--- config.mk ---
export PLATFORM = sky130hd
export DESIGN_NAME = rr_decode_arbiter
export DESIGN_NICKNAME = d
export VERILOG_FILES = /design/src/rtl/rr_arb_pkg.sv /design/src/rtl/rr_next_index.sv /design/src/rtl/rr_decode_arbiter.sv
export SDC_FILE = /design/constraint.sdc
export NUM_CORES = 1
export LEC_CHECK = 0
export BUFFER_PORTS_ARGS = -buffer_cell sky130_fd_sc_hd__buf_2
export CAP_MARGIN = 40
export CORE_ASPECT_RATIO = 0.6
export CORE_MARGIN = 2
export CORE_UTILIZATION = 57
export DETAILED_ROUTE_END_ITERATION = 8
export PLACE_DENSITY = 0.83
export SKIP_LAST_GASP = 1
export SYNTH_ARGS = -nofsm -noshare
export SYNTH_HDL_FRONTEND = slang
export SYNTH_SLANG_ARGS = --single-unit
--- constraint.sdc ---
create_clock -name CLK -period 4.8 [get_ports CLK]
set_input_delay 0.24 -clock CLK [delete_from_list [all_inputs] [get_ports CLK]]
set_output_delay 0.24 -clock CLK [all_outputs]
set_load 0.05 [all_outputs]
--- src/rtl/rr_arb_pkg.sv ---
// Shared types and constants for the round-robin decoded-select arbiter.
package rr_arb_pkg;

  localparam int NUM_REQ = 8;
  localparam int IDX_W   = 3;

  localparam logic [IDX_W-1:0]   PTR_RST      = 3'd7;
  localparam logic [NUM_REQ-1:0] GRANT_N_IDLE = 8'hFF;

  typedef enum logic [1:0] {
    IDLE = 2'd0,
    BUSY = 2'd1,
    GAP  = 2'd2
  } arb_state_t;

endpackage

--- src/rtl/rr_next_index.sv ---
// Rotate-priority picker: first set REQ bit searching upward from PTR+1, wrapping mod 8.
module rr_next_index
  import rr_arb_pkg::*;
(
  input  logic [NUM_REQ-1:0] REQ,
  input  logic [IDX_W-1:0]   PTR,
  output logic [IDX_W-1:0]   IDX,
  output logic               FOUND
);

  logic [IDX_W-1:0] w_cand;

  // PTR itself is visited last, giving the previous grantee the lowest priority.
  always_comb begin
    IDX    = '0;
    FOUND  = 1'b0;
    w_cand = '0;
    for (int i = 1; i <= NUM_REQ; i++) begin
      w_cand = PTR + IDX_W'(i);
      if (!FOUND && REQ[w_cand]) begin
        IDX   = w_cand;
        FOUND = 1'b1;
      end
    end
  end

endmodule

--- src/rtl/rr_decode_arbiter.sv ---
// Round-robin arbiter driving a 3-bit select and active-low one-hot grant with a dead cycle between owners.
// Optional hold-timeout enabled by defining RR_DECODE_ARBITER_TIMEOUT_EN.
module rr_decode_arbiter
  import rr_arb_pkg::*;
#(
  parameter int MAX_HOLD = 16
) (
  input  logic               CLK,
  input  logic               RSTN,
  input  logic               EN,
  input  logic [NUM_REQ-1:0] REQ,
  input  logic               DONE,
  output logic [IDX_W-1:0]   SEL,
  output logic               GVALID,
  output logic [NUM_REQ-1:0] GRANT_N,
  output logic               TIMEOUT
);

  if (MAX_HOLD < 2 || MAX_HOLD > 255) begin : g_bad_max_hold
    $error("rr_decode_arbiter: MAX_HOLD must be within 2..255");
  end

  arb_state_t         r_state;
  arb_state_t         w_next_state;
  logic [IDX_W-1:0]   r_sel;
  logic [IDX_W-1:0]   r_ptr;
  logic               r_gvalid;
  logic [NUM_REQ-1:0] r_grant_n;
  logic               r_timeout;
  logic [IDX_W-1:0]   w_next_sel;
  logic [IDX_W-1:0]   w_next_ptr;
  logic               w_next_gvalid;
  logic [NUM_REQ-1:0] w_next_grant_n;
  logic               w_next_timeout;
  logic [IDX_W-1:0]   w_pick_idx;
  logic               w_pick_found;
  logic               w_expire;

  rr_next_index u_next_index (
    .REQ   (REQ),
    .PTR   (r_ptr),
    .IDX   (w_pick_idx),
    .FOUND (w_pick_found)
  );

`ifdef RR_DECODE_ARBITER_TIMEOUT_EN
  localparam logic [7:0] HOLD_LAST = 8'(MAX_HOLD - 1);

  logic [7:0] r_hold;

  // Counts completed BUSY cycles; expiry fires at the end of the MAX_HOLD-th one.
  always_ff @(posedge CLK or negedge RSTN) begin
    if (!RSTN)                r_hold <= '0;
    else if (r_state != BUSY) r_hold <= '0;
    else                      r_hold <= r_hold + 8'd1;
  end

  assign w_expire = (r_state == BUSY) && (r_hold == HOLD_LAST);
`else
  assign w_expire = 1'b0;
`endif

  always_ff @(posedge CLK or negedge RSTN) begin
    if (!RSTN) r_state <= IDLE;
    else       r_state <= w_next_state;
  end

  // Next state plus next output values; every output leaves the block from a flop.
  always_comb begin
    w_next_state   = r_state;
    w_next_sel     = r_sel;
    w_next_ptr     = r_ptr;
    w_next_timeout = 1'b0;
    unique case (r_state)
      IDLE: begin
        if (EN && w_pick_found) begin
          w_next_state = BUSY;
          w_next_sel   = w_pick_idx;
          w_next_ptr   = w_pick_idx;
        end
      end
      BUSY: begin
        if (DONE || !REQ[r_sel]) begin
          w_next_state = GAP;
        end else if (w_expire) begin
          w_next_state   = GAP;
          w_next_timeout = 1'b1;
        end
      end
      GAP:     w_next_state = IDLE;
      default: w_next_state = IDLE;
    endcase
    w_next_gvalid  = (w_next_state == BUSY);
    w_next_grant_n = w_next_gvalid ? ~(8'b1 << w_next_sel) : GRANT_N_IDLE;
  end

  always_ff @(posedge CLK or negedge RSTN) begin
    if (!RSTN) begin
      r_sel     <= '0;
      r_ptr     <= PTR_RST;
      r_gvalid  <= 1'b0;
      r_grant_n <= GRANT_N_IDLE;
      r_timeout <= 1'b0;
    end else begin
      r_sel     <= w_next_sel;
      r_ptr     <= w_next_ptr;
      r_gvalid  <= w_next_gvalid;
      r_grant_n <= w_next_grant_n;
      r_timeout <= w_next_timeout;
    end
  end

  assign SEL     = r_sel;
  assign GVALID  = r_gvalid;
  assign GRANT_N = r_grant_n;
  assign TIMEOUT = r_timeout;

endmodule

==> reports/metrics.cfg, run 1 <==
[yosys]
yosys_register_bits = 17
synth-edff-count = 0
avgSynthCellArea_um2 = 9.95
synth.cell_area_mm2 = 0.00173
async_flop_share_pct = 100
yosys.area.top_type = dfstp_2
synth_nets = 188
ys_types = 65
synthDominantCellAreaShare_pct = 16.7
synthTopCellsByArea = dfstp_2 (17%), mux4_2 (14%), dfrtp_1 (8.7%)
synth_ff_type = dfstp_2
synthCells = 174
seq_area_frac_synth_pct = 25.4
yosysWarnings = 0

[placement]
hpwlAfterDp_um = 3460
io_buffers = 23
gp_congestion = 0.984
dpl_cell_area_mm2 = 0.00184
place_ws_ns = 1.27

[critical_path]
critical-path-slowest-cell = dfstp_2
crit_path_max_fanout = 25
startpoint = r_ptr[0]
cp-end-kind = flip-flop
endpoint = GRANT_N[7]
r2r_end = GRANT_N[7]
r2r_setup_slack_ns = 1.17
crit_family = compound AO/OA/AOI/OAI gates
crit_buf_inv = 1
r2r-start = r_ptr[0]
crit_chain = inv_1 > ha_1 > mux2i_1 > or4b_1 > o221ai_1 > a32oi_1 > a21oi_4 > a2bb2oi_4 > nand4_1
critical-path-max-stage-delay_ns = 0.86
arrival_ns = 3.79
crit_required_ns = 4.96
reg2reg_depth = 9
path_depth = 9
path_class = flip-flop to flip-flop
start_kind = flip-flop

[final_layout]
diodes = 0
area_delta_synth_final_pct = 9.61
layout-drive-gt1-share_pct = 32.3
fin_area_mm2 = 0.00190
num-fill-cells = 244
fin_nets = 207

[floorplanning]
rows = 15
core_area_mm2 = 0.00289
die_w_um = 75.2
start_util_pct = 59.9
ioPinCount = 25
die_area_mm2 = 0.00351
die_y_um = 46.7

[timing]
hold_viol_final = 0
fin_ws_ns = 1.17
fmax_mhz = 275
fin_crit_sh_pct = 75.6
finalWorstPathRequiredPeriod_ns = 3.63
skew_ns = 0.00356
slew_headroom_pct = 65.6
setup_viol = 0
rsz0062_at_grt = no
worst_pin_slew_ns = 0.515
finalSetupTns_ns = 0
drv_slew = 0

[global_routing]
antenna_found_initial = 0
grt_pass1_vias = 1360
grt_max_degree = 26
grt_usage_pct = 27.0
grt_pass1_wl_um = 6820
gr-total-overflow = 0

[hold_path]
hold_path.class = input port to flip-flop

[routing]
routed_wirelength_um = 4470
drc = 0
wl_per_cell_um = 19.1
dr.pass1.iters = 5
vias = 1591
via_per_inst = 6.80
ant_nets = 0
drt_iter0_drc = 306

[cts]
cts_buffers = 3
clkSinkCount = 17
root_buffer = clkbuf_8
clk_latency_ns = 0.26
postCtsSetupBuffers = 0
cts_tree = yes
postCtsHoldBufs = 1
cts.htree.levels = 1
ctsResizeCount = 0
clk_path_buf_depth = 2
path_clk_slew_ns = 0.06

[outcome]
status = completed

[flow_run]
maxCapViolCount = 0

## worst min-delay path by stage
stage               start    endpoint  cells after the start
floorplan            RSTN      GVALID                      0
global placement     RSTN      GVALID                      1
detailed placement   RSTN      GVALID                      1
CTS                  DONE  r_state[1]                      3
global route         DONE  r_state[0]                      4
finish               DONE  r_state[1]                      3
## flip-flops by register name, indices dropped and copies added (netlist names)
| signal | flops |
|---|---|
| GRANT_N | 8 |
| SEL | 3 |
| r_ptr | 3 |
| r_state | 2 |
| GVALID | 1 |
## per-stage QoR
| step | instances | hold slack (ns) | util [%] |
|---|---|---|---|
| floorplan | 174 | -0.0556 | - |
| global placement | 229 | 0.166 | 63.7 |
| detailed placement | 229 | 0.167 | 63.7 |
| CTS | 234 | 0.356 | 65.7 |
| global route | 234 | 0.397 | 65.7 |
| finish | 234 | 0.365 | 65.7 |
## layout by cell type, fill, tap and decap left out, types with 2 or more instances in the layout
cell type and instances:
and2_1 3, o211ai_1 2, or2_1 2, a21oi_1 6, ha_1 2, mux2i_1 10, o21ai_0 9, a311oi_1 2
a31oi_1 2, o22ai_1 3, nand2b_1 3, nand4_1 4, buf_2 23, inv_1 6, xor2_1 2, a32oi_1 3
nor2_1 11, dfrtp_1 6, o21ai_1 2, nand3_1 9, mux2_2 2, xnor2_1 2, nand2_1 13, mux2_4 3
mux4_2 11, clkbuf_8 3, dfstp_2 11
## Yosys cell counts, drive strengths merged (4+ instances only)
| master | instances |
|---|---|
| mux2 | 5 |
| nand2 | 13 |
| mux2i | 10 |
| dfstp | 11 |
| buf | 9 |
| nand4 | 4 |
| nand3 | 9 |
| mux4 | 12 |
| and2 | 4 |
| o21ai | 11 |
| a21oi | 7 |
| nor2 | 11 |
| inv | 6 |
| dfrtp | 6 |
## cells by family after synthesis
family / after synthesis / share of synthesized area [%]
other: 1 / 0.217
buffers and inverters: 16 / 4.62
adder cells (fa/ha/maj): 2 / 1.44
flip-flops: 17 / 25.4
XOR/XNOR: 5 / 2.96
multiplexers: 27 / 25.5
AND/OR/NAND/NOR: 59 / 18.8
AO/OA/AOI/OAI: 47 / 21.1
## worst min-delay path: stages
cell     delay (ns)
buf_2          0.08
a21oi_1        0.07
nor3b_1        0.18
## cell type report
type                    instances  area (um^2)  share of cell area [%]
repair buffers                 24          125                    6.59
clock buffers                   3         41.3                    2.18
multi-input cells             141         1210                    63.9
well taps                      42         52.6                    2.77
clock inverters                 1         5.00                   0.264
inverters                       6         22.5                    1.19
flip-flops and latches         17          439                    23.1
## metal layers
metal	wire, um	GRT usage (%)
met2	1900	37.2
met1	1990	42.9
met4	43	3.86
met3	534	6.78
met5	0	0
Power of run 1 is not shown: default switching activity piles up to over one toggle a cycle in this logic, so the estimate is an artifact.
==> run 2, diff against run 1 <==
- clock period: 4.8 -> 3.8 ns (I/O delays scaled with it)
==> run 2 against run 1 <==
  * First-iteration DRC count down 48%
  * Sequential cell count unchanged
  * Critical path depth unchanged
  * Non-clock buffer count up 1
  * Maximum frequency up 3.0%
  * Global-route usage up 1.2 points
  * Cell area up 0.40%
  * Clock-buffer cell count unchanged
==> reports/metrics.cfg, run 2 (synthesis gave the netlist of run 1 again) <==
[critical_path]
critical-path-slowest-cell = dfstp_2
cp-end-kind = flip-flop
crit_path_max_fanout = 16  ; -36%
r2r_setup_slack_ns = 0.27  ; -0.90 ns
crit_chain = inv_1 > ha_1 > mux2i_1 > or4b_1 > o221ai_1 > a32oi_1 > a21oi_4 > a2bb2oi_4 > nand4_1
critical-path-max-stage-delay_ns = 0.75  ; -0.11 ns
start_kind = flip-flop
crit_required_ns = 3.96  ; -1.00 ns
arrival_ns = 3.69  ; -0.10 ns
path_class = flip-flop to flip-flop

[floorplanning]
core_area_mm2 = 0.00289  ; unchanged
die_w_um = 75.2  ; unchanged
die_y_um = 46.7  ; unchanged
ioPinCount = 25  ; unchanged
die_area_mm2 = 0.00351  ; unchanged
start_util_pct = 59.9  ; unchanged
rows = 15  ; unchanged

[final_layout]
fin_nets = 208  ; +0.48%
layout-drive-gt1-share_pct = 32.6  ; +0.35 points
finalNonFillerCells = 235  ; +0.43%
mostFrequentLayoutCells = buf_2 (23), nand2_1 (13), dfstp_2 (11), mux4_2 (11), nor2_1 (11)
diodes = 0  ; unchanged
seq_area_um2 = 439  ; unchanged
area_delta_synth_final_pct = 10.0
multi_input_comb_area_mm2 = 0.00121  ; unchanged
num-fill-cells = 248  ; +1.6%
utilization_pct = 65.9  ; +0.26 points
largest_register_ffs = 8  ; unchanged
final_common_cell = buf_2

[timing]
skew_ns = 0.000751  ; -0.00281 ns
hold_viol_final = 0  ; unchanged
fmax_mhz = 284  ; +3.0%
drv_slew = 0  ; unchanged
fin_crit_sh_pct = 92.8  ; +17 points
setup_viol = 0  ; unchanged
finalWorstPathRequiredPeriod_ns = 3.53  ; -0.105 ns
finalSetupTns_ns = 0  ; unchanged
rsz0062_at_grt = no
fin_ws_ns = 0.273  ; -0.895 ns

[cts]
postCtsSetupBuffers = 0  ; unchanged
cts_tree = yes
ctsResizeCount = 0  ; unchanged
path_clk_slew_ns = 0.07  ; about the same
clkSinkCount = 17  ; unchanged
clk_latency_ns = 0.25  ; about the same
cts.htree.levels = 1  ; unchanged
root_buffer = clkbuf_8
clk_path_buf_depth = 2  ; unchanged
postCtsHoldBufs = 1  ; unchanged
cts_buffers = 3  ; unchanged

[routing]
wl_per_cell_um = 18.8  ; -1.5%
drt_iter0_drc = 160  ; -48%
dr.pass1.iters = 4  ; -1
vias = 1590  ; -0.063%
drc = 0  ; unchanged
ant_nets = 0  ; unchanged
via_per_inst = 6.77  ; -0.49%
routed_wirelength_um = 4420  ; -1.1%

[global_routing]
antenna_found_initial = 0  ; unchanged
gr-total-overflow = 0  ; unchanged
grt_pass1_vias = 1377  ; +1.3%
grt_pass1_wl_um = 7170  ; +5.2%
grt_usage_pct = 28.2  ; +1.2 points
grt_max_degree = 18  ; -31%

[outcome]
status = completed

[hold_path]
hold_path.class = input port to flip-flop

[placement]
dp.cells = 230  ; +0.44%
hpwlAfterDp_um = 3510  ; +1.6%
io_buffers = 23  ; unchanged
gp_congestion = 0.971  ; -1.3%
place_ws_ns = 0.365  ; -0.906 ns

[flow_run]
maxCapViolCount = 0  ; unchanged

==> run 2: final timing paths <==
check / startpoint / endpoint / depth (start not counted)
worst max-delay path: r_ptr[1] / GRANT_N[7] / 9
worst min-delay path: DONE / GVALID / 4
worst max register to register: r_ptr[1] / GRANT_N[7] / 9
worst min register to register: r_state[1] / r_state[1] / 1
max in group asynchronous: RSTN / GRANT_N[0] / 2
min in group asynchronous: RSTN / GVALID / 2
==> run 2: through the flow <==
stage	hold WS (ns)	area, um^2
floorplan	-0.106	1730
global placement	0.112	1850
detailed placement	0.118	1850
CTS	0.304	1910
global route	0.338	1910
finish	0.312	1910
==> run 2: cell type report <==
class | count | area share (%)
well taps | 42 | 2.76
repair buffers | 25 | 6.96
clock buffers | 3 | 2.17
inverters | 6 | 1.18
multi-input cells | 141 | 63.6
flip-flops and latches | 17 | 23.0
clock inverters | 1 | 0.263
==> run 2: per-layer routing <==
| metal | global-route usage [%] | vias up | share of wire, % |
|---|---|---|---|
| li1 | - | 717 | - |
| met1 | 44.8 | 760 | 48 |
| met2 | 37.0 | 108 | 40 |
| met3 | 8.32 | 5 | 12 |
| met4 | 5.96 | 0 | 0.95 |
| met5 | 0 | - | 0 |
==> run 2: worst max-delay path: cells and delay by family (launching register included) <==
family | cells | cell delay, ns
buffers and inverters | 1 | 0.14
and+or+nand+nor | 2 | 0.63
AOI/OAI and AO/OA | 4 | 0.93
adders and majority gates | 1 | 0.62
DFF | 1 | 0.75
muxes | 1 | 0.34
Power of run 2 is left out for the same reason.
